## src/rtl/line_window_if.sv

```systemverilog
// ============================================================================
// Module   : line_window_if
// Purpose  : Pixel-source handshake plus window/status outputs of line_window_ctrl.
// Revision : 1.0 - initial release
// ============================================================================
`default_nettype none

interface line_window_if #(
    parameter int CW = 10,
    parameter int RW = 9
) ();
    logic          start;
    logic          in_valid;
    logic [16:0]   in_pixel;
    logic          in_ready;
    logic [16:0]   sr_in;
    logic          win_valid;
    logic [CW-1:0] win_col;
    logic [RW-1:0] win_row;
    logic          border;
    logic          busy;
    logic          done;
    logic          err;

    modport master (
        output start, in_valid, in_pixel,
        input  in_ready, sr_in, win_valid, win_col, win_row, border, busy, done, err
    );

    modport slave (
        input  start, in_valid, in_pixel,
        output in_ready, sr_in, win_valid, win_col, win_row, border, busy, done, err
    );
endinterface

`default_nettype wire

```

## src/rtl/line_window_ctrl.sv

```systemverilog
// ============================================================================
// Module   : line_window_ctrl
// Purpose  : Frame sequencer feeding a 3x3 stencil line-buffer chain; tags window centres.
// Revision : 1.0 - initial release
// ============================================================================
`default_nettype none

module line_window_ctrl #(
    parameter int WIDTH  = 640,
    parameter int HEIGHT = 480,
    parameter int CW     = 10,
    parameter int RW     = 9
) (
    input  wire logic   clk,
    input  wire logic   rst,
    line_window_if.slave bus
);

    localparam int             PW          = $clog2(WIDTH*HEIGHT + WIDTH + 1);
    localparam logic [PW-1:0]  C_LAST_PIX  = PW'(WIDTH*HEIGHT - 1);
    localparam logic [PW-1:0]  C_LAST_PUSH = PW'(WIDTH*HEIGHT + WIDTH);
    localparam logic [PW-1:0]  C_FIRST_WIN = PW'(WIDTH + 1);
    localparam logic [CW-1:0]  C_COL_LAST  = CW'(WIDTH - 1);
    localparam logic [RW-1:0]  C_ROW_LAST  = RW'(HEIGHT - 1);

    typedef enum logic [2:0] {
        S_IDLE  = 3'd0,
        S_RUN   = 3'd1,
        S_FLUSH = 3'd2,
        S_DONE  = 3'd3,
        S_ERR   = 3'd4
    } state_t;

    state_t        r_state;
    state_t        w_next;
    logic          w_in_ready;
    logic          w_busy;
    logic          w_done;

    logic [PW-1:0] r_p;
    logic [16:0]   r_sr;
    logic          r_wv;
    logic [CW-1:0] r_col;
    logic [RW-1:0] r_row;
    logic          r_border;
    logic          r_err;

    logic          w_start_ok;
    logic          w_push;
    logic          w_win;
    logic [CW-1:0] w_col;
    logic [RW-1:0] w_row;
    logic          w_border;

    always_ff @(posedge clk or posedge rst) begin
        if (rst) r_state <= S_IDLE;
        else     r_state <= w_next;
    end

    always_comb begin
        w_next     = r_state;
        w_in_ready = 1'b0;
        w_busy     = 1'b0;
        w_done     = 1'b0;
        case (r_state)
            S_IDLE:  if (bus.start) w_next = S_RUN;
            S_RUN: begin
                w_in_ready = 1'b1;
                w_busy     = 1'b1;
                // No stall path exists downstream, so a gap in the source is fatal.
                if (!bus.in_valid)             w_next = S_ERR;
                else if (r_p == C_LAST_PIX)    w_next = S_FLUSH;
            end
            S_FLUSH: begin
                w_busy = 1'b1;
                if (r_p == C_LAST_PUSH) w_next = S_DONE;
            end
            S_DONE: begin
                w_done = 1'b1;
                w_next = S_IDLE;
            end
            S_ERR:   if (bus.start) w_next = S_RUN;
            default: w_next = S_IDLE;
        endcase
    end

    assign w_start_ok = bus.start && (r_state == S_IDLE || r_state == S_ERR);
    assign w_push     = (r_state == S_RUN && bus.in_valid) || (r_state == S_FLUSH);
    assign w_win      = w_push && (r_p >= C_FIRST_WIN);

    // Centre of the push being registered now: first window is (0,0), then raster step.
    always_comb begin
        w_col = r_col;
        w_row = r_row;
        if (r_p == C_FIRST_WIN) begin
            w_col = '0;
            w_row = '0;
        end else if (r_col == C_COL_LAST) begin
            w_col = '0;
            w_row = r_row + 1'b1;
        end else begin
            w_col = r_col + 1'b1;
        end
    end

    assign w_border = (w_row == '0) || (w_row == C_ROW_LAST) ||
                      (w_col == '0) || (w_col == C_COL_LAST);

    always_ff @(posedge clk or posedge rst) begin
        if (rst) begin
            r_p      <= '0;
            r_sr     <= '0;
            r_wv     <= 1'b0;
            r_col    <= '0;
            r_row    <= '0;
            r_border <= 1'b0;
            r_err    <= 1'b0;
        end else begin
            if (w_start_ok) begin
                r_p   <= '0;
                r_col <= '0;
                r_row <= '0;
                r_err <= 1'b0;
            end
            if (w_push) begin
                r_sr     <= (r_state == S_RUN) ? bus.in_pixel : 17'd0;
                r_p      <= r_p + 1'b1;
                r_wv     <= w_win;
                r_border <= w_win & w_border;
                if (w_win) begin
                    r_col <= w_col;
                    r_row <= w_row;
                end
            end else begin
                r_sr     <= '0;
                r_wv     <= 1'b0;
                r_border <= 1'b0;
            end
            if (r_state == S_RUN && !bus.in_valid) r_err <= 1'b1;
        end
    end

    assign bus.in_ready  = w_in_ready;
    assign bus.busy      = w_busy;
    assign bus.done      = w_done;
    assign bus.sr_in     = r_sr;
    assign bus.win_valid = r_wv;
    assign bus.win_col   = r_col;
    assign bus.win_row   = r_row;
    assign bus.border    = r_border;
    assign bus.err       = r_err;

endmodule

`default_nettype wire

```

## src/flat_wrapper.sv

```systemverilog
// flat-port wrapper written by rule: the top's interface ports become plain ports
module line_window_ctrl_flat 
#(
    parameter int WIDTH  = 640,
    parameter int HEIGHT = 480,
    parameter int CW     = 10,
    parameter int RW     = 9
)
  (clk, rst, bus_start, bus_in_valid, bus_in_pixel, bus_in_ready, bus_sr_in, bus_win_valid, bus_win_col, bus_win_row, bus_border, bus_busy, bus_done, bus_err);
  line_window_if #(.CW(CW), .RW(RW)) bus_i ();
  input  wire logic clk;
  input  wire logic rst;
  input wire logic [$bits(bus_i.start)-1:0] bus_start;
  input wire logic [$bits(bus_i.in_valid)-1:0] bus_in_valid;
  input wire logic [$bits(bus_i.in_pixel)-1:0] bus_in_pixel;
  output wire logic [$bits(bus_i.in_ready)-1:0] bus_in_ready;
  output wire logic [$bits(bus_i.sr_in)-1:0] bus_sr_in;
  output wire logic [$bits(bus_i.win_valid)-1:0] bus_win_valid;
  output wire logic [$bits(bus_i.win_col)-1:0] bus_win_col;
  output wire logic [$bits(bus_i.win_row)-1:0] bus_win_row;
  output wire logic [$bits(bus_i.border)-1:0] bus_border;
  output wire logic [$bits(bus_i.busy)-1:0] bus_busy;
  output wire logic [$bits(bus_i.done)-1:0] bus_done;
  output wire logic [$bits(bus_i.err)-1:0] bus_err;
  assign bus_i.start = bus_start;
  assign bus_i.in_valid = bus_in_valid;
  assign bus_i.in_pixel = bus_in_pixel;
  assign bus_in_ready = bus_i.in_ready;
  assign bus_sr_in = bus_i.sr_in;
  assign bus_win_valid = bus_i.win_valid;
  assign bus_win_col = bus_i.win_col;
  assign bus_win_row = bus_i.win_row;
  assign bus_border = bus_i.border;
  assign bus_busy = bus_i.busy;
  assign bus_done = bus_i.done;
  assign bus_err = bus_i.err;
  line_window_ctrl #(.WIDTH(WIDTH), .HEIGHT(HEIGHT), .CW(CW), .RW(RW)) u_core (.clk(clk), .rst(rst), .bus(bus_i));
endmodule
```

## config.mk

```make
export PLATFORM = sky130hd
export DESIGN_NAME = line_window_ctrl_flat
export DESIGN_NICKNAME = d
export VERILOG_FILES = /design/src/rtl/line_window_if.sv /design/src/rtl/line_window_ctrl.sv /design/src/flat_wrapper.sv
export SDC_FILE = /design/constraint.sdc
export NUM_CORES = 1
export LEC_CHECK = 0
export CAP_MARGIN = 15
export CELL_PAD_IN_SITES_DETAIL_PLACEMENT = 0
export CELL_PAD_IN_SITES_GLOBAL_PLACEMENT = 1
export CORE_UTILIZATION = 42
export DETAILED_ROUTE_END_ITERATION = 12
export PLACE_DENSITY_LB_ADDON = 0.08
export SLEW_MARGIN = 15
export SYNTH_ARGS = -nofsm -noshare
export SYNTH_HDL_FRONTEND = slang
export SYNTH_SLANG_ARGS = --single-unit
export TNS_END_PERCENT = 50
```

## constraint.sdc

```tcl
create_clock -name clk -period 4.6 [get_ports clk]
set_input_delay 0.69 -clock clk [delete_from_list [all_inputs] [get_ports clk]]
set_output_delay 0.69 -clock clk [all_outputs]
set_load 0.05 [all_outputs]
```

# [After elaboration in Yosys (flattened, before gate mapping)]
# Index checks and enable logic that the tools add are counted.
[word_totals] reg_bits=61 in_bits=21 output_inout_bits=42 word_cells=70
[classes] n_addsub=3 n_lt_le_gt_ge=1 eq_ne=13 muxes=26 bitwise=1 n_reduce_logical=18
[op_table] op="two-way mux 10 bit" n=5
[op_table] op="two-way mux 9 bit" n=5
[op_table] op="equality test 19 bit (second input constant)" n=2
[op_table] op="two-way mux 19 bit" n=2
[op_table] op="two-way mux 17 bit" n=2
[op_table] op="equality test 10 bit (second input constant)" n=2
[op_table] op="adder 19 x 1 -> 19 bit (second input constant)" n=1
[op_table] op="equality test 19 x 10 -> 1 bit (second input constant)" n=1
[op_table] op="greater-or-equal comparator 19 x 10 -> 1 bit (second input constant)" n=1
[op_table] op="two-way mux 3 bit" n=4
[op_table] op="adder 10 x 1 -> 10 bit (second input constant)" n=1
[op_table] op="logical NOT 10 bit" n=1
[op_table] op="adder 9 x 1 -> 9 bit (second input constant)" n=1
[op_table] op="equality test 9 bit (second input constant)" n=1
[op_table] op="logical NOT 9 bit" n=1
[op_table] op="case mux 3 bit (3 select lines)" n=1
[op_table] op="two-way mux 1 bit" n=7
[op_table] op="equality test 3 x 2 -> 1 bit (second input constant)" n=2
[op_table] op="logical OR 1 bit" n=5
[op_table] op="logical AND 1 bit" n=4
[op_table] op="!= test 2 x 1 -> 1 bit (second input constant)" n=2
[op_table] op="nonzero test 2 bit" n=2
[op_table] op="OR reduction 2 bit" n=2
[op_table] op="equality test 3 x 1 -> 1 bit (second input constant)" n=1
[op_table] op="6 further kinds" n=6

# [Longest topological paths before layout]
[logic_depth] word_depth=9 depth_mapped=10 depth_no_buf=9

# [Worst setup path before layout]
# Ideal clock, no wire load.
[synth_timing] path_type="register to register" start="reg u_core.r_col[0], in the netlist u_core.bus.win_col[0]" end="reg u_core.r_border, in the netlist u_core.bus.border" setup_time_ns=0.130 t_arrival_ns=2.633 t_required_ns=4.470 slack_ns=1.837 path_stages_with_launch=11 n_path_buf=2 synth_period_minus_slack_ns=2.763 path_cell_list="dfrtp_1 -> ha_1 -> clkbuf_1 -> and3_1 -> clkbuf_1 -> nand3_2 -> or4_1 -> o2111ai_1 -> a211oi_1 -> a31oi_1 -> o32ai_1"
[synth_between] elab_chain_len=9 word_cells_on_any_way=15 classes_between="1 x add/sub; 3 x eq/ne; 5 x mux; 1 x bitwise; 5 x reduce/logical"
[synth_lines] item="start, declared" line="line_window_ctrl.sv:43" source="logic [CW-1:0] r_col;"
[synth_lines] item="start signal, assigned" line="line_window_ctrl.sv:131" source="r_col <= w_col;"
[synth_lines] item="branches (longest 6 deep; another with adder 10 x 1 -> 10 bit)"
[synth_lines] item="logical OR 1 bit (*)" line="line_window_ctrl.sv:107" source="(w_col == '0) || (w_col == C_COL_LAST);"
[synth_lines] item="AND 1 bit (*)" line="line_window_ctrl.sv:129" source="r_border <= w_win & w_border;"
[synth_lines] item="two-way mux 1 bit (*)" line="line_window_ctrl.sv:125" source="if (w_push) begin"
[synth_lines] item="end signal, assigned" line="line_window_ctrl.sv:129"
[synth_lines] item="end, declared" line="line_window_ctrl.sv:45" source="logic r_border;"
# Every way passes the cells marked *.
# A chain may end at the register's enable or synchronous reset.

# [Final worst setup path]
# Ends and elaborated chain as after synthesis.

==> metrics.txt <==
CP max FO 9; Total GRT Usage about a fifth; achievable frequency between 0.3 and 0.4 GHz; R2R Path End u_core.bus.border$_DFF_PP0_; Clock Tree Buf Depth 2; endpoints failing hold 0; synthesized area 0.00335 sq mm; maxcap violations 0; Worst setup endpoint u_core.bus.border$_DFF_PP0_; skew final 9.92 ps; commonest cells after routing, fill and taps aside clkdlybuf4s50_1 (62), dfrtp_1 (61), nand2_1 (44); Mapped Cells roughly 370; Setup violations, final 0; Placer Congestion between 0.8 and 0.9; worst flop-to-flop path startpoint u_core.bus.win_col[0]$_DFF_PP0_; final worst-path cycle share 62.3%; asr flop ratio synth 100%; initial antenna violation count 0; layout cells sized above 1 under 10%; DP Wirelength 5750 um; die area ~0.0083 sq mm; total number of H-tree levels 3; commonest non-fill, non-tap cell in the layout clkdlybuf4s50_1; vias after detailed routing 3031; register area share after synthesis ~46%; pwr/cell area between 300 and 400 mW/mm^2; Tmin final 2870 ps; fin. max-slew vios 0; largest net degree at the start of global routing 39; Die Ht roughly 90 um; Initial Utilization 43.3%; Area Growth Syn to Fin 26.7%; Post-synth EDFFs 0; startpoint types flip-flop; Slew @ Worst Pin roughly 600 ps; number of routed nets with antenna violations 0; Critical Path Source u_core.bus.win_col[0]$_DFF_PP0_; CP Data Required Time approximately 4800 ps; total CTS buffers 9; r2r setup slk about 1700 ps; P_leak around 1.8 nW; Critical Path End Type flip-flop; cells on worst reg2reg path 8; clock slew at reported path FFs 70 ps; total grt overflow 0; Rows 32; post_cts resized 0; DR iter-0 viols between 100 and 150; CTS tree yes; Avg Cell Area, Syn ~9.0 sq um; worst skew pair latency around 340 ps; status finished clean; drt first pass iters 4; mean number of vias per cell 5.71; clock root buffer clkbuf_8; Net Count, Synth between 300 and 400; max_slew headroom approximately 60%; Filler cells 718; Hold WC Path Type reg -> reg; vias in the first global route 2755; final setup TNS 0 ps; worst vdd ir around 0.00018 V; main flop type after synthesis dfrtp_1; Data arrival, critical path about 3100 ps; Hold Slack between 400 and 500 ps; first-pass GRT wire length between 10000 and 15000 um; count of cell types in the netlist 48; #FFs+latches synth 61; Core ar. a little under 0.008 sq mm; Warnings, synthesis 0; clk sinks 61; WL/cell between 15 and 20 um; IO Pins 63; Inserted Diodes 0; routed wire length approximately 8000 um; Die W ~91 um; RSZ-0062 raised after global routing no; # DRC 0; layout net count 450; Port Buffers 62; Crit Path Class reg -> reg; hold buffer count at cts 0; post-CTS setup buffer count 0
-- cell type report --
cell class	instances	area, sq um	area share [%]
clock buffers	9	124	2.92
clock inverters	7	90.1	2.12
inverters	8	35.0	0.826
multi-input cells	279	1700	40.0
flip-flops and latches	61	1530	36.0
well taps	102	128	3.01
repair buffers	65	643	15.2
-- worst min-delay path by stage --
| stage | start | endpoint | slack (ps) | depth (start not counted) |
|---|---|---|---|---|
| finish | u_core.bus.err$_DFFE_PP0P_ | u_core.bus.err$_DFFE_PP0P_ | 490 | 2 |
| global route | u_core.bus.err$_DFFE_PP0P_ | u_core.bus.err$_DFFE_PP0P_ | 510 | 2 |
| CTS | u_core.bus.err$_DFFE_PP0P_ | u_core.bus.err$_DFFE_PP0P_ | 500 | 2 |
| detailed placement | u_core.bus.err$_DFFE_PP0P_ | u_core.bus.err$_DFFE_PP0P_ | 480 | 2 |
| global placement | u_core.bus.err$_DFFE_PP0P_ | u_core.bus.err$_DFFE_PP0P_ | 470 | 2 |
| floorplan | u_core.r_p[14]$_DFFE_PP0P_ | u_core.r_p[14]$_DFFE_PP0P_ | 470 | 1 |
-- metrics by stage --
step / util (%) / worst slack, ps / power (mW) / instance area [sq um] / cells
after floorplan: - / 1840 / 0.754 / 3350 / 371
after global placement: 52.1 / 1590 / 0.839 / 4030 / 515
after detailed placement: 52.1 / 1490 / 0.840 / 4030 / 515
after CTS: 54.9 / 1780 / 1.36 / 4240 / 531
after global routing: 54.9 / 1510 / 1.41 / 4240 / 531
final: 54.9 / 1730 / 1.34 / 4240 / 531
-- worst max-delay path, cell delays in order (launching register included) --
cell and delay (ps):
dfrtp_1 470, ha_1 410, nand3_1 320, nor4_1 610, mux2i_1 150, o31ai_1 350
a211oi_1 90, a31oi_1 190, o32ai_1 130
-- synth_stat cells (2+ instances only) --
cell type | instances | share of area (%)
nor3b_1 | 5 | 1.1
nor4_1 | 8 | 1.5
or3_1 | 6 | 1.1
a21o_1 | 2 | 0.45
or4_1 | 2 | 0.45
nand4_1 | 10 | 1.9
inv_1 | 7 | 0.78
dfrtp_1 | 61 | 46
o31ai_1 | 14 | 3.1
o21ai_0 | 29 | 4.3
buf_2 | 3 | 0.45
clkbuf_1 | 18 | 2.0
nand2_1 | 44 | 4.9
nor2b_1 | 2 | 0.37
a31oi_1 | 4 | 0.75
a211oi_1 | 2 | 0.45
mux2i_1 | 6 | 1.8
nand3_1 | 35 | 5.2
a21oi_1 | 8 | 1.2
or4_4 | 2 | 0.67
ha_1 | 5 | 1.9
o22ai_1 | 2 | 0.37
nand2b_1 | 3 | 0.56
nor4b_1 | 4 | 1.0
xor2_1 | 4 | 1.0
nand3_2 | 2 | 0.60
nor3_1 | 9 | 1.3
o211ai_1 | 7 | 1.6
xnor2_1 | 7 | 1.8
and3_1 | 27 | 5.0
nor2_1 | 14 | 1.6
and2_1 | 3 | 0.56
-- cell families (layout without fill, tap and decap cells) --
kind of cell / Yosys count / in the layout / share of synthesized area, %
and+or+nand+nor: 181 / 181 / 29.4
AOI/OAI and AO/OA: 76 / 76 / 14.7
DFF: 61 / 61 / 45.6
buffers and inverters: 31 / 89 / 3.77
xor gates and xnor gates: 11 / 11 / 2.88
muxes: 6 / 6 / 1.79
adders and majority gates: 5 / 5 / 1.87
-- state kept, by name (all words and copies together), names as in the netlist --
register and flops:
u_core.bus.border 1, u_core.bus.err 1, u_core.r_p 19, u_core.bus.win_valid 1
u_core.bus.win_row 9, u_core.r_state 3, u_core.bus.win_col 10, u_core.bus.sr_in 17
-- routing by layer --
metal / share of wire [%] / GRT usage [%] / routed length, um
met5: 0 / 0 / 0
met4: 0.81 / 5.56 / 65
met3: 3.6 / 5.28 / 288
met2: 49 / 33.9 / 3950
met1: 47 / 28.0 / 3760
-- power breakdown --
group | internal (mW) | switching, mW | leakage [nW]
Clock | 0.302 | 0.212 | 0.105
Combinational | 0.0843 | 0.153 | 0.843
Sequential | 0.564 | 0.0277 | 0.841
Total | 0.950 | 0.392 | 1.79
Note: power is estimated with default switching activity, not from simulation.
